### src/rtl/fifo_rst_pkg.sv
// Shared types and defaults for the FIFO reset sequencing controller.
// Holds the sequencer state set, the default timing parameters and the counter width helper.
package fifo_rst_pkg;

    typedef enum logic [2:0] {
        ST_HOLD,
        ST_REL_WR,
        ST_REL_RD,
        ST_REL_FLAG,
        ST_READY,
        ST_DRAIN,
        ST_ASSERT
    } state_t;

    localparam int DEF_STAGE_DLY = 4;
    localparam int DEF_FLUSH_TMO = 64;

    // The counter must be able to hold FLUSH_TMO itself, not just FLUSH_TMO-1.
    function automatic int cnt_width(input int stage_dly, input int flush_tmo);
        int max_val;
        max_val = (stage_dly > flush_tmo) ? stage_dly : flush_tmo;
        return $clog2(max_val + 1);
    endfunction

endpackage

### src/rtl/rst_sync_2ff.sv
// Two-flop reset synchronizer: assertion passes through asynchronously,
// deassertion is retimed to i_clk.
module rst_sync_2ff (
    input  logic i_clk,
    input  logic i_rst_n,
    output logic o_rst_n
);

    localparam int STAGES = 2;

    logic [STAGES:0] chain_reg;

    assign chain_reg[0] = 1'b1;

    genvar gi;
    generate
        for (gi = 0; gi < STAGES; gi++) begin : g_stage
            always_ff @(posedge i_clk or negedge i_rst_n) begin
                if (!i_rst_n) begin
                    chain_reg[gi+1] <= 1'b0;
                end else begin
                    chain_reg[gi+1] <= chain_reg[gi];
                end
            end
        end
    endgenerate

    assign o_rst_n = chain_reg[STAGES];

endmodule

### src/rtl/fifo_rst_ctrl.sv
// FIFO reset sequencer: releases write, read and flag resets in a staggered order
// after board reset, and re-runs that sequence on a software flush request.
module fifo_rst_ctrl
    import fifo_rst_pkg::*;
#(
    parameter int STAGE_DLY = DEF_STAGE_DLY,
    parameter int FLUSH_TMO = DEF_FLUSH_TMO
) (
    input  logic i_clk,
    input  logic i_rst_n,
    input  logic i_flush_req,
    input  logic i_fifo_idle,
    output logic o_wr_rst_n,
    output logic o_rd_rst_n,
    output logic o_flag_rst_n,
    output logic o_ready,
    output logic o_flush_ack,
    output logic o_tmo
);

    localparam int CNT_W = cnt_width(STAGE_DLY, FLUSH_TMO);
    localparam logic [CNT_W-1:0] STAGE_LAST = CNT_W'(STAGE_DLY - 1);
    localparam logic [CNT_W-1:0] TMO_LAST   = CNT_W'(FLUSH_TMO);
    localparam logic [CNT_W-1:0] CNT_MAX    = {CNT_W{1'b1}};

    logic             rst_sync_n;
    state_t           state_reg, state_next;
    logic [CNT_W-1:0] cnt_reg, cnt_next;
    logic             arm_reg, arm_next;
    logic             pend_reg, pend_next;
    logic             tmo_reg, tmo_next;
    logic             wr_reg, rd_reg, flag_reg, ready_reg, ack_reg;
    logic             ack_next;
    logic             accept;
    logic             timeout;
    logic             stage_done;

    rst_sync_2ff u_rst_sync (
        .i_clk   (i_clk),
        .i_rst_n (i_rst_n),
        .o_rst_n (rst_sync_n)
    );

    always_ff @(posedge i_clk or negedge rst_sync_n) begin
        if (!rst_sync_n) begin
            state_reg <= ST_HOLD;
            cnt_reg   <= '0;
            arm_reg   <= 1'b1;
            pend_reg  <= 1'b0;
            tmo_reg   <= 1'b0;
            wr_reg    <= 1'b0;
            rd_reg    <= 1'b0;
            flag_reg  <= 1'b0;
            ready_reg <= 1'b0;
            ack_reg   <= 1'b0;
        end else begin
            state_reg <= state_next;
            cnt_reg   <= cnt_next;
            arm_reg   <= arm_next;
            pend_reg  <= pend_next;
            tmo_reg   <= tmo_next;
            wr_reg    <= state_next inside {ST_REL_RD, ST_REL_FLAG, ST_READY, ST_DRAIN};
            rd_reg    <= state_next inside {ST_REL_FLAG, ST_READY, ST_DRAIN};
            flag_reg  <= state_next inside {ST_READY, ST_DRAIN};
            ready_reg <= (state_next == ST_READY);
            ack_reg   <= ack_next;
        end
    end

    always_comb begin
        state_next = state_reg;
        accept     = 1'b0;
        timeout    = 1'b0;
        stage_done = (cnt_reg == STAGE_LAST);
        case (state_reg)
            ST_HOLD:     state_next = ST_REL_WR;
            ST_REL_WR:   if (stage_done) state_next = ST_REL_RD;
            ST_REL_RD:   if (stage_done) state_next = ST_REL_FLAG;
            ST_REL_FLAG: if (stage_done) state_next = ST_READY;
            ST_READY: begin
                if (i_flush_req && arm_reg) begin
                    accept     = 1'b1;
                    state_next = ST_DRAIN;
                end
            end
            // Idle is checked first so a coincident timeout does not flag o_tmo.
            ST_DRAIN: begin
                if (i_fifo_idle) begin
                    state_next = ST_ASSERT;
                end else if (cnt_reg == TMO_LAST) begin
                    timeout    = 1'b1;
                    state_next = ST_ASSERT;
                end
            end
            ST_ASSERT:   if (stage_done) state_next = ST_REL_WR;
            default:     state_next = ST_HOLD;
        endcase
    end

    always_comb begin
        arm_next  = arm_reg;
        pend_next = pend_reg;
        tmo_next  = tmo_reg;
        ack_next  = (state_next == ST_READY) && (state_reg != ST_READY) && pend_reg;
        if (accept) begin
            arm_next  = 1'b0;
            pend_next = 1'b1;
            tmo_next  = 1'b0;
        end else if (!i_flush_req) begin
            arm_next  = 1'b1;
        end
        if (timeout) begin
            tmo_next = 1'b1;
        end
        if (ack_next) begin
            pend_next = 1'b0;
        end
        if (state_next != state_reg) begin
            cnt_next = '0;
        end else if (cnt_reg != CNT_MAX) begin
            cnt_next = cnt_reg + 1'b1;
        end else begin
            cnt_next = cnt_reg;
        end
    end

    assign o_wr_rst_n   = wr_reg;
    assign o_rd_rst_n   = rd_reg;
    assign o_flag_rst_n = flag_reg;
    assign o_ready      = ready_reg;
    assign o_flush_ack  = ack_reg;
    assign o_tmo        = tmo_reg;

endmodule

### config.mk
export PLATFORM = sky130hd
export DESIGN_NAME = fifo_rst_ctrl
export DESIGN_NICKNAME = d
export VERILOG_FILES = /design/src/rtl/fifo_rst_pkg.sv /design/src/rtl/rst_sync_2ff.sv /design/src/rtl/fifo_rst_ctrl.sv
export SDC_FILE = /design/constraint.sdc
export NUM_CORES = 1
export LEC_CHECK = 0
export BUFFER_PORTS_ARGS = -buffer_cell sky130_fd_sc_hd__buf_4
export CAP_MARGIN = 15
export CORE_MARGIN = 4
export CORE_UTILIZATION = 56
export CTS_CLUSTER_DIAMETER = 200
export DETAILED_ROUTE_END_ITERATION = 8
export PLACE_DENSITY = 0.76
export SETUP_SLACK_MARGIN = 0.5
export SLEW_MARGIN = 5
export SYNTH_ARGS = -nofsm -noshare
export SYNTH_HDL_FRONTEND = slang
export SYNTH_SLANG_ARGS = --single-unit
### constraint.sdc
create_clock -name i_clk -period 1 [get_ports i_clk]
set_clock_uncertainty 0.2 [all_clocks]
set_input_delay 0.2 -clock i_clk [delete_from_list [all_inputs] [get_ports i_clk]]
set_output_delay 0.2 -clock i_clk [all_outputs]
set_load 0.01 [all_outputs]
==> results.ini, run 1 <==
[clock_network]
max-clock-path-buffers = 2
ctsHtreeMaxLevel = 1
clock_sink_count = 20
cts.root.buffer_cell = sky130_fd_sc_hd__clkbuf_4
cts_buffers = 3

[run_status]
stop_stage = global routing (5_1_grt)
error_line = [ERROR DPL-0038] Utilization greater than 100%, impossible to legalize
run_status = stopped before the end

[synthesis]
synth_top_area_cell = sky130_fd_sc_hd__dfrtp_1
synth_top_cell_area_share_pct = 48.3
synth.cell_area_um2 = 985
synthesized_area_fraction_occupied_by_xor_and_xnor_cells_pct = 1.78
synth_top_family_by_area = compound AO/OA/AOI/OAI gates
synth-async-reset-ratio_pct = 100
muxShareOfSynthArea_pct = 1.02
synth-simple-area-share_pct = 16.9
synth_adder_area_share_pct = 2.54
edff_count_synth = 0
post_synth_most_frequent_cells = sky130_fd_sc_hd__dfrtp_1, sky130_fd_sc_hd__nand2_1, sky130_fd_sc_hd__o21ai_0
syn-num-nets = 95
synth.ff_latch_count = 20
post_synth.cell_area_avg_um2 = 11.1
post-synth-top-count-cell = sky130_fd_sc_hd__dfrtp_1
post_synthesis_cell_count = 89
proportion_of_synthesized_chip_area_in_sequential_cells_pct = 51.0
yosys_warnings = 0
synth-compound-area-share_pct = 23.0
synth_area_leaders = sky130_fd_sc_hd__dfrtp_1, sky130_fd_sc_hd__o21ai_0, sky130_fd_sc_hd__o211a_1
main_synth_ff_type = sky130_fd_sc_hd__dfrtp_1
post_synth_num_cell_types = 35

[global_route]
largest_net_degree_at_the_start_of_global_routing = 13

[placement]
place.gp.congestion = 0.800
io_buffer_count = 9
detailedPlacementHpwl_mm = 1.54
placed_cells_incl_taps = 135
dp_slack_ns = -0.822

[floorplanning]
boundaryPins = 10
die_h_um = 49.9
initial_cell_density_of_the_core_pct = 62.5
floorplan.rows = 14
die_width_um = 49.9

[sta]
globalroute.repair_timing.worst_endpoint = cnt_reg[5]$_DFFE_PN0P_/D
worst-endpoint-pin-kind = sequential cell input

[stage by stage]
| step | cell area (um^2) | setup TNS [ns] |
|---|---|---|
| after floorplan | 986 | -11.93 |
| after global placement | 1230 | -11.62 |
| after detailed placement | 1230 | -12.36 |
| after CTS | 1550 | -13.77 |
[logic make-up after synthesis]
kind of cell / count (synthesis)
AO/OA/AOI/OAI: 29
XOR/XNOR: 2
adder cells (fa/ha/maj): 2
buffers and inverters: 7
flip-flops: 20
multiplexers: 1
other: 1
AND/OR/NAND/NOR: 27
[repair_timing]
item | 4_1_cts
buffers inserted | 11
hold endpoints to repair | 3
gates resized for setup | 27
cloned | 1
endpoints found under the setup margin | 43
hold buffers | 1
pin swaps | 10
==> inputs of run 2 (changes only) <==
- CORE_AREA: not set -> 4 4 65 67
- CORE_MARGIN: 4 -> not set
- CORE_UTILIZATION: 56 -> not set
- CTS_CLUSTER_DIAMETER: 200 -> not set
- DIE_AREA: not set -> 0 0 69 71
- PLACE_DENSITY: 0.76 -> not set
- PLACE_DENSITY_LB_ADDON: not set -> 0.15
- SETUP_SLACK_MARGIN: 0.5 -> not set
==> results.ini, run 2 <==
[run_status]
run_status = complete, but fails checks
failed_checks = hold timing, setup timing

[placement]
place.gp.congestion = 0.752  ; -6.0%
io_buffer_count = 9  ; unchanged
detailedPlacementHpwl_mm = 1.62  ; +4.7%
placed_cells_incl_taps = 168  ; +24%

[synthesis]
synth.ff_latch_count = 20  ; unchanged
synth_top_area_cell = sky130_fd_sc_hd__dfrtp_1
muxShareOfSynthArea_pct = 1.02  ; unchanged
synth_adder_area_share_pct = 2.54  ; unchanged
synth_area_leaders = sky130_fd_sc_hd__dfrtp_1, sky130_fd_sc_hd__o21ai_0, sky130_fd_sc_hd__o211a_1
synth_top_cell_area_share_pct = 48.3  ; unchanged
post_synth_most_frequent_cells = sky130_fd_sc_hd__dfrtp_1, sky130_fd_sc_hd__nand2_1, sky130_fd_sc_hd__o21ai_0
post_synth_num_cell_types = 35  ; unchanged
edff_count_synth = 0  ; unchanged
post_synth.cell_area_avg_um2 = 11.1  ; unchanged
main_synth_ff_type = sky130_fd_sc_hd__dfrtp_1
synth.cell_area_um2 = 985  ; unchanged
synth_top_family_by_area = compound AO/OA/AOI/OAI gates
proportion_of_synthesized_chip_area_in_sequential_cells_pct = 51.0  ; unchanged
post-synth-top-count-cell = sky130_fd_sc_hd__dfrtp_1
yosys_warnings = 0  ; unchanged
post_synthesis_cell_count = 89  ; unchanged
synth-simple-area-share_pct = 16.9  ; unchanged
synth-compound-area-share_pct = 23.0  ; unchanged
synthesized_area_fraction_occupied_by_xor_and_xnor_cells_pct = 1.78  ; unchanged
synth-async-reset-ratio_pct = 100  ; unchanged
syn-num-nets = 95  ; unchanged

[global_route]
antenna_found_initial = 0
gr-total-overflow = 0
largest_net_degree_at_the_start_of_global_routing = 12
grt_pass1_wl_mm = 3.77
grt_use_total_pct = 9.60
grt_pass1_vias = 804

[clock_network]
clkSlewWorstSetupHoldPaths_ns = 0.07
clk_latency_ns = 0.25
max-clock-path-buffers = 2  ; unchanged
clock_sink_count = 20  ; unchanged
ctsHtreeMaxLevel = 1  ; unchanged
cts.root.buffer_cell = sky130_fd_sc_hd__clkbuf_8
holdBufCountCts = 2  ; +1
cts_tree = built
cts_buffers = 3  ; unchanged

[sta]
drv_slew = 0
period_minus_slack_ns = 1.79
finalSetupViolations = 24
max_clock_freq_mhz = 560
hold_vio_cnt_final = 2
timing.final.ws_setup_ns = -0.785
timing.setup.tns_ns = -13.07
worst_hold_slack_ns = -0.127
grt_setup_unrepaired = true
fin_crit_sh_pct = 179

[layout]
syn2layout_area_growth_pct = 52.7
largest_reg_flops = 7
multiInputGateArea_um2 = 520
seqCellArea_um2 = 502
nets = 140
most-common-layout-cells = sky130_fd_sc_hd__buf_4, sky130_fd_sc_hd__dfrtp_1, sky130_fd_sc_hd__buf_6, sky130_fd_sc_hd__a21oi_1, sky130_fd_sc_hd__nand3_1
post_layout_nonfiller_instances = 181
antenna_cells_inserted = 0
most_common_cell_after_layout_fill_and_taps_aside = sky130_fd_sc_hd__buf_4
final_layout_size_suffix_gt1_share_pct = 48.9
layout.filler_cells = 374

[floorplanning]
boundaryPins = 10  ; unchanged
die_width_um = 69  ; +38%
initial_cell_density_of_the_core_pct = 27.1  ; -35 points
fp.dieArea_mm2 = 0.00490
floorplan.core_area_mm2 = 0.00363
floorplan.rows = 22  ; +8
die_h_um = 71  ; +42%

[route]
detailedRoute.firstPassIterationCount = 4
wl_met1_um = 983
detailroute.wirelength.met3_um = 66
final_antenna_net_count = 0
first_iter_violations = 25
wl_per_cell_um = 12.4
routed_via_density = 4.59
top_layer_used = met4
drcViolationCount = 0
wl_met2_mm = 1.18
postRouteWirelength_mm = 2.25
vias = 830

[worst_setup_path]
cp.arrival_ns = 1.78
critPathKind = reg -> reg
critical_path_sink_type = flop
cp-start-kind = flop
path_max_fanout = 7
worst-endpoint-required_ns = 0.99

[pwr]
vdd_ir_drop_max_mv = 0.639
cell_leakage_power_nw = 0.688
power_per_cell_area_mw_per_mm2 = 936

[min_path]
min-delay-path-class = reg -> async

[job]
max-cap-violations = 0

==> run 2: cell counts after synthesis <==
Identical to the previous run, type by type.
==> run 2: cell families (layout without fill, tap and decap cells) <==
| family | Yosys count | after routing |
|---|---|---|
| compound gates | 29 | 29 |
| simple gates | 27 | 27 |
| flops | 20 | 20 |
| buf+inv | 7 | 51 |
| fa+ha+maj | 2 | 2 |
| xor+xnor | 2 | 2 |
| other cells | 1 | 1 |
| mux | 1 | 1 |
==> run 2: metal layers <==
metal  up-vias  track usage [%]
li1        412                -
met1       406             11.1
met2         8             17.1
met3         4             2.98
met4         0             2.60
met5         -                0
==> run 2: worst max-delay path, cell delays in order, from the launching register on <==
cell	delay, ns
sky130_fd_sc_hd__dfrtp_1	0.43
sky130_fd_sc_hd__ha_4	0.19
sky130_fd_sc_hd__and2b_4	0.17
sky130_fd_sc_hd__a21o_4	0.22
sky130_fd_sc_hd__a32oi_4	0.30
sky130_fd_sc_hd__a21boi_2	0.20
==> run 2: final timing paths <==
kind | end | startpoint | slack (ns) | cells after the start
max in group asynchronous | o_wr_rst_n | u_rst_sync.o_rst_n | 0.37 | 1
setup / recovery | cnt_reg[5] | cnt_reg[1] | -0.79 | 5
hold reg to reg | state_reg[0] | u_rst_sync.o_rst_n | -0.13 | 0
hold / removal | state_reg[0] | u_rst_sync.o_rst_n | -0.13 | 0
min in group i_clk | u_rst_sync.o_rst_n | u_rst_sync.chain_reg[1] | 0.16 | 0
setup reg to reg | cnt_reg[5] | cnt_reg[1] | -0.79 | 5
==> run 2: timing repair <==
| action | 4_1_cts | 5_1_grt |
|---|---|---|
| buffers inserted | 6 | 2 |
| setup endpoints to repair | 24 | 24 |
| pin swaps | 11 | 10 |
| gates resized for setup | 17 | 11 |
| hold endpoints to repair | 5 | 2 |
==> run 2: report_power, final <==
group	leakage [nW]	internal (W)	switching, W
combinational	0.457	0.0000256	0.0000234
sequential	0.209	0.000813	0.00000396
clock	0.0228	0.000283	0.000258
==> run 2: per-stage QoR <==
step	instance area [um^2]	util [%]	hold WS, ns	setup slack [ns]	total power (W)
after floorplan	985	-	-0.296	-0.759	0.000843
after global placement	1280	35.2	-0.218	-0.786	0.000872
after detailed placement	1280	35.2	-0.215	-0.815	0.000873
after CTS	1450	39.8	-0.122	-0.813	0.00145
after global routing	1500	41.4	-0.109	-0.868	0.00150
final	1500	41.4	-0.127	-0.785	0.00141
==> run 2: area by class of cell <==
type	instances	area share, %
clock buffers	4	3.00
inverters	5	1.25
multi-input cells	62	34.6
flip-flops and latches	20	33.4
well taps	48	3.99
repair buffers	42	23.8
Power figures use the tool's default switching activity.
==> inputs of run 3 (changes only) <==
- SYNTH_HIERARCHICAL: not set -> 1
==> results.ini, run 3 <==
[run_status]
run_status = complete, but fails checks
failed_checks = hold timing, setup timing

[pwr]
total_power_w = 0.00423  ; +200%
cell_leakage_power_nw = 0.771  ; +12%
power_per_cell_area_mw_per_mm2 = 2590  ; +180%
vdd_ir_drop_max_mv = 1.10  ; +72%

[clock_network]
cts.root.buffer_cell = sky130_fd_sc_hd__clkbuf_8
ctsHtreeMaxLevel = 1  ; unchanged
cts_tree = built
clkSlewWorstSetupHoldPaths_ns = 0.08  ; about the same
clock_sink_count = 20  ; unchanged
max-clock-path-buffers = 2  ; unchanged
clk_latency_ns = 0.26  ; about the same
cts_buffers = 3  ; unchanged

[placement]
dp_slack_ns = -1.30  ; -0.486 ns
place.gp.congestion = 0.783  ; +4.1%
io_buffer_count = 9  ; unchanged
detailedPlacementHpwl_mm = 1.69  ; +4.3%

[route]
first_iter_violations = 16  ; -36%
routed_via_density = 4.44  ; -3.3%
postRouteWirelength_mm = 2.31  ; +2.7%
wl_per_cell_um = 11.6  ; -7.1%
vias = 887  ; +6.9%
drcViolationCount = 0  ; unchanged
final_antenna_net_count = 0  ; unchanged
detailedRoute.firstPassIterationCount = 4  ; unchanged

[synthesis]
syn-num-nets = 104  ; +9.5%
synth_top_cell_area_share_pct = 48.6  ; +0.31 points
synth-simple-area-share_pct = 21.1  ; +4.2 points
post_synth.cell_area_avg_um2 = 9.98  ; -9.8%
edff_count_synth = 0  ; unchanged
synth_area_leaders = sky130_fd_sc_hd__dfrtp_1, sky130_fd_sc_hd__a221oi_2, sky130_fd_sc_hd__a21oi_1
synth_top_area_cell = sky130_fd_sc_hd__dfrtp_1
synth_top_family_by_area = simple AND/OR/NAND/NOR gates
synth-compound-area-share_pct = 20.2  ; -2.8 points
post-synth-top-count-cell = sky130_fd_sc_hd__dfrtp_1
synth.ff_latch_count = 20  ; unchanged
main_synth_ff_type = sky130_fd_sc_hd__dfrtp_1
synthesized_area_fraction_occupied_by_xor_and_xnor_cells_pct = 0.895  ; -0.88 points
synth.cell_area_um2 = 978  ; -0.64%
muxShareOfSynthArea_pct = 0  ; -1.0 points
proportion_of_synthesized_chip_area_in_sequential_cells_pct = 51.3  ; +0.33 points
synth-async-reset-ratio_pct = 100  ; unchanged
post_synth_num_cell_types = 33  ; -5.7%
post_synth_most_frequent_cells = sky130_fd_sc_hd__dfrtp_1, sky130_fd_sc_hd__nand2_1, sky130_fd_sc_hd__a21oi_1, sky130_fd_sc_hd__nor2_1, sky130_fd_sc_hd__o21ai_0
yosys_warnings = 6  ; +6
synth_adder_area_share_pct = 2.56  ; +0.016 points
post_synthesis_cell_count = 98  ; +10%

[layout]
syn2layout_area_growth_pct = 66.8
antenna_cells_inserted = 0  ; unchanged
most_common_cell_after_layout_fill_and_taps_aside = sky130_fd_sc_hd__buf_4
largest_reg_flops = 7  ; unchanged
most-common-layout-cells = sky130_fd_sc_hd__buf_4, sky130_fd_sc_hd__dfrtp_1, sky130_fd_sc_hd__buf_6, sky130_fd_sc_hd__nor2_1
post-route-util_pct = 44.9  ; +3.5 points
nets = 159  ; +14%
final_layout_size_suffix_gt1_share_pct = 55.9  ; +7.0 points

[floorplanning]
floorplan.core_area_mm2 = 0.00363  ; unchanged
die_h_um = 71  ; unchanged
floorplan.rows = 22  ; unchanged
boundaryPins = 10  ; unchanged
initial_cell_density_of_the_core_pct = 26.9  ; -0.17 points
fp.dieArea_mm2 = 0.00490  ; unchanged
die_width_um = 69  ; unchanged

[sta]
fin_crit_sh_pct = 218  ; +39 points
worst_hold_slack_ns = -0.0318  ; +0.0956 ns
grt_setup_unrepaired = true
timing.final.ws_setup_ns = -1.18  ; -0.392 ns
drv_slew = 0  ; unchanged
max_clock_freq_mhz = 459  ; -18%
hold_vio_cnt_final = 17  ; +15
finalSetupViolations = 24  ; unchanged
period_minus_slack_ns = 2.18  ; +0.392 ns

[worst_setup_path]
cp-start-kind = flop
critPathKind = reg -> reg
worst-endpoint-required_ns = 0.97  ; -0.02 ns
crit-reg2reg-capture = cnt_reg[2]
regToRegSetupSlack_ns = -1.18  ; -0.39 ns
crit_path_cell_trace = or4_4 > o21bai_1 > o2111ai_2 > or3_4 > a221oi_2
timing.critical_path.buf_inv = 0  ; unchanged
worstReg2RegStart = cnt_reg[4]
path_max_fanout = 7  ; unchanged
cp_slowest_stage_delay_ns = 0.49  ; +0.06 ns
critical_path_sink_type = flop
depth_of_the_most_critical_reg_to_reg_path = 5  ; unchanged
cp.arrival_ns = 2.15  ; +0.37 ns
timing.critical_path.slowest_stage_cell = sky130_fd_sc_hd__or4_4
timing.critical_path.max_delay_family = simple AND/OR/NAND/NOR gates
critical_path_depth = 5  ; unchanged

[global_route]
gr-total-overflow = 0  ; unchanged
grt_pass1_vias = 942  ; +17%
antenna_found_initial = 0  ; unchanged
largest_net_degree_at_the_start_of_global_routing = 12  ; unchanged
grt_use_total_pct = 10.3  ; +0.73 points
grt_pass1_wl_mm = 4.09  ; +8.4%

[job]
max-cap-violations = 0  ; unchanged

[min_path]
min-delay-path-class = reg -> async

[run 3: changes by cell type in the layout (fill, tap and decap cells not counted), sizes merged, moves of 2 or more]
cell	change
o211a	-3
a21o	-3
or2	+2
buf	+12
o21bai	+2
nand2	+2
and2	+2
nor2	+6
a221oi	+3
nand3	-4
a21oi	+3
[run 3: repair_timing]
item | CTS | global route
buffers inserted | 11 | 3
pin swaps | 7 | 10
resized for setup | 31 | 7
hold buffers | 2 | 0
hold endpoints to repair | 20 | 0
endpoints found under the setup margin | 24 | 24
[run 3: worst max path at each step]
stage,slack [ns],from,to
3_3_place_gp,-1.23,cnt_reg[3],cnt_reg[5]
2_1_floorplan,-1.21,cnt_reg[5],cnt_reg[2]
3_5_place_dp,-1.30,cnt_reg[3],cnt_reg[5]
5_1_grt,-1.28,cnt_reg[4],cnt_reg[2]
4_1_cts,-1.19,cnt_reg[3],cnt_reg[5]
6_report,-1.18,cnt_reg[4],cnt_reg[2]
[run 3: final cells by class]
class / instances / area (um^2)
Fill cell: 355 / 2000
Multi-Input combinational cell: 69 / 533
Sequential cell: 20 / 505
Timing Repair Buffer: 54 / 459
Tap cell: 48 / 60.1
Clock buffer: 4 / 55.1
Inverter: 5 / 18.8
[run 3: worst register-to-register path, delay by kind of cell (launching register included)]
| family | cells | cell delay (ns) |
|---|---|---|
| DFF | 1 | 0.42 |
| and+or+nand+nor | 2 | 0.90 |
| AOI/OAI and AO/OA | 3 | 0.57 |
[run 3: report_power, final]
part           internal [W]  total [W]  leakage, nW  switching, W
registers           0.00104    0.00122        0.254      0.000185
clock network      0.000350   0.000620       0.0288      0.000270
logic               0.00137    0.00238        0.489       0.00101
total               0.00276    0.00423        0.771       0.00147
[run 3: layer usage]
metal	share of wire, %	global-route usage (%)	vias up
met4	1.0	3.90	0
met2	55	19.7	11
li1	-	-	451
met3	3.1	2.27	2
met1	41	11.0	423
met5	0	0	-
[run 3: logic make-up (layout without fill, tap and decap cells)]
kind of cell,after synthesis,in the layout
XOR/XNOR,1,1
buffers and inverters,9,63
other,1,1
AND/OR/NAND/NOR,37,37
adder cells (fa/ha/maj),2,2
AO/OA/AOI/OAI,28,28
flip-flops,20,20
[run 3: stage by stage]
stage | cells | area (um^2) | hold WS [ns] | setup TNS, ns
after CTS | 198 | 1600 | -0.0194 | -17.43
after floorplan | 98 | 1010 | -0.296 | -14.45
after global placement | 182 | 1330 | -0.218 | -16.68
final | 200 | 1630 | -0.0318 | -17.80
after detailed placement | 182 | 1330 | -0.217 | -17.09
after global routing | 200 | 1630 | 0.00410 | -19.44
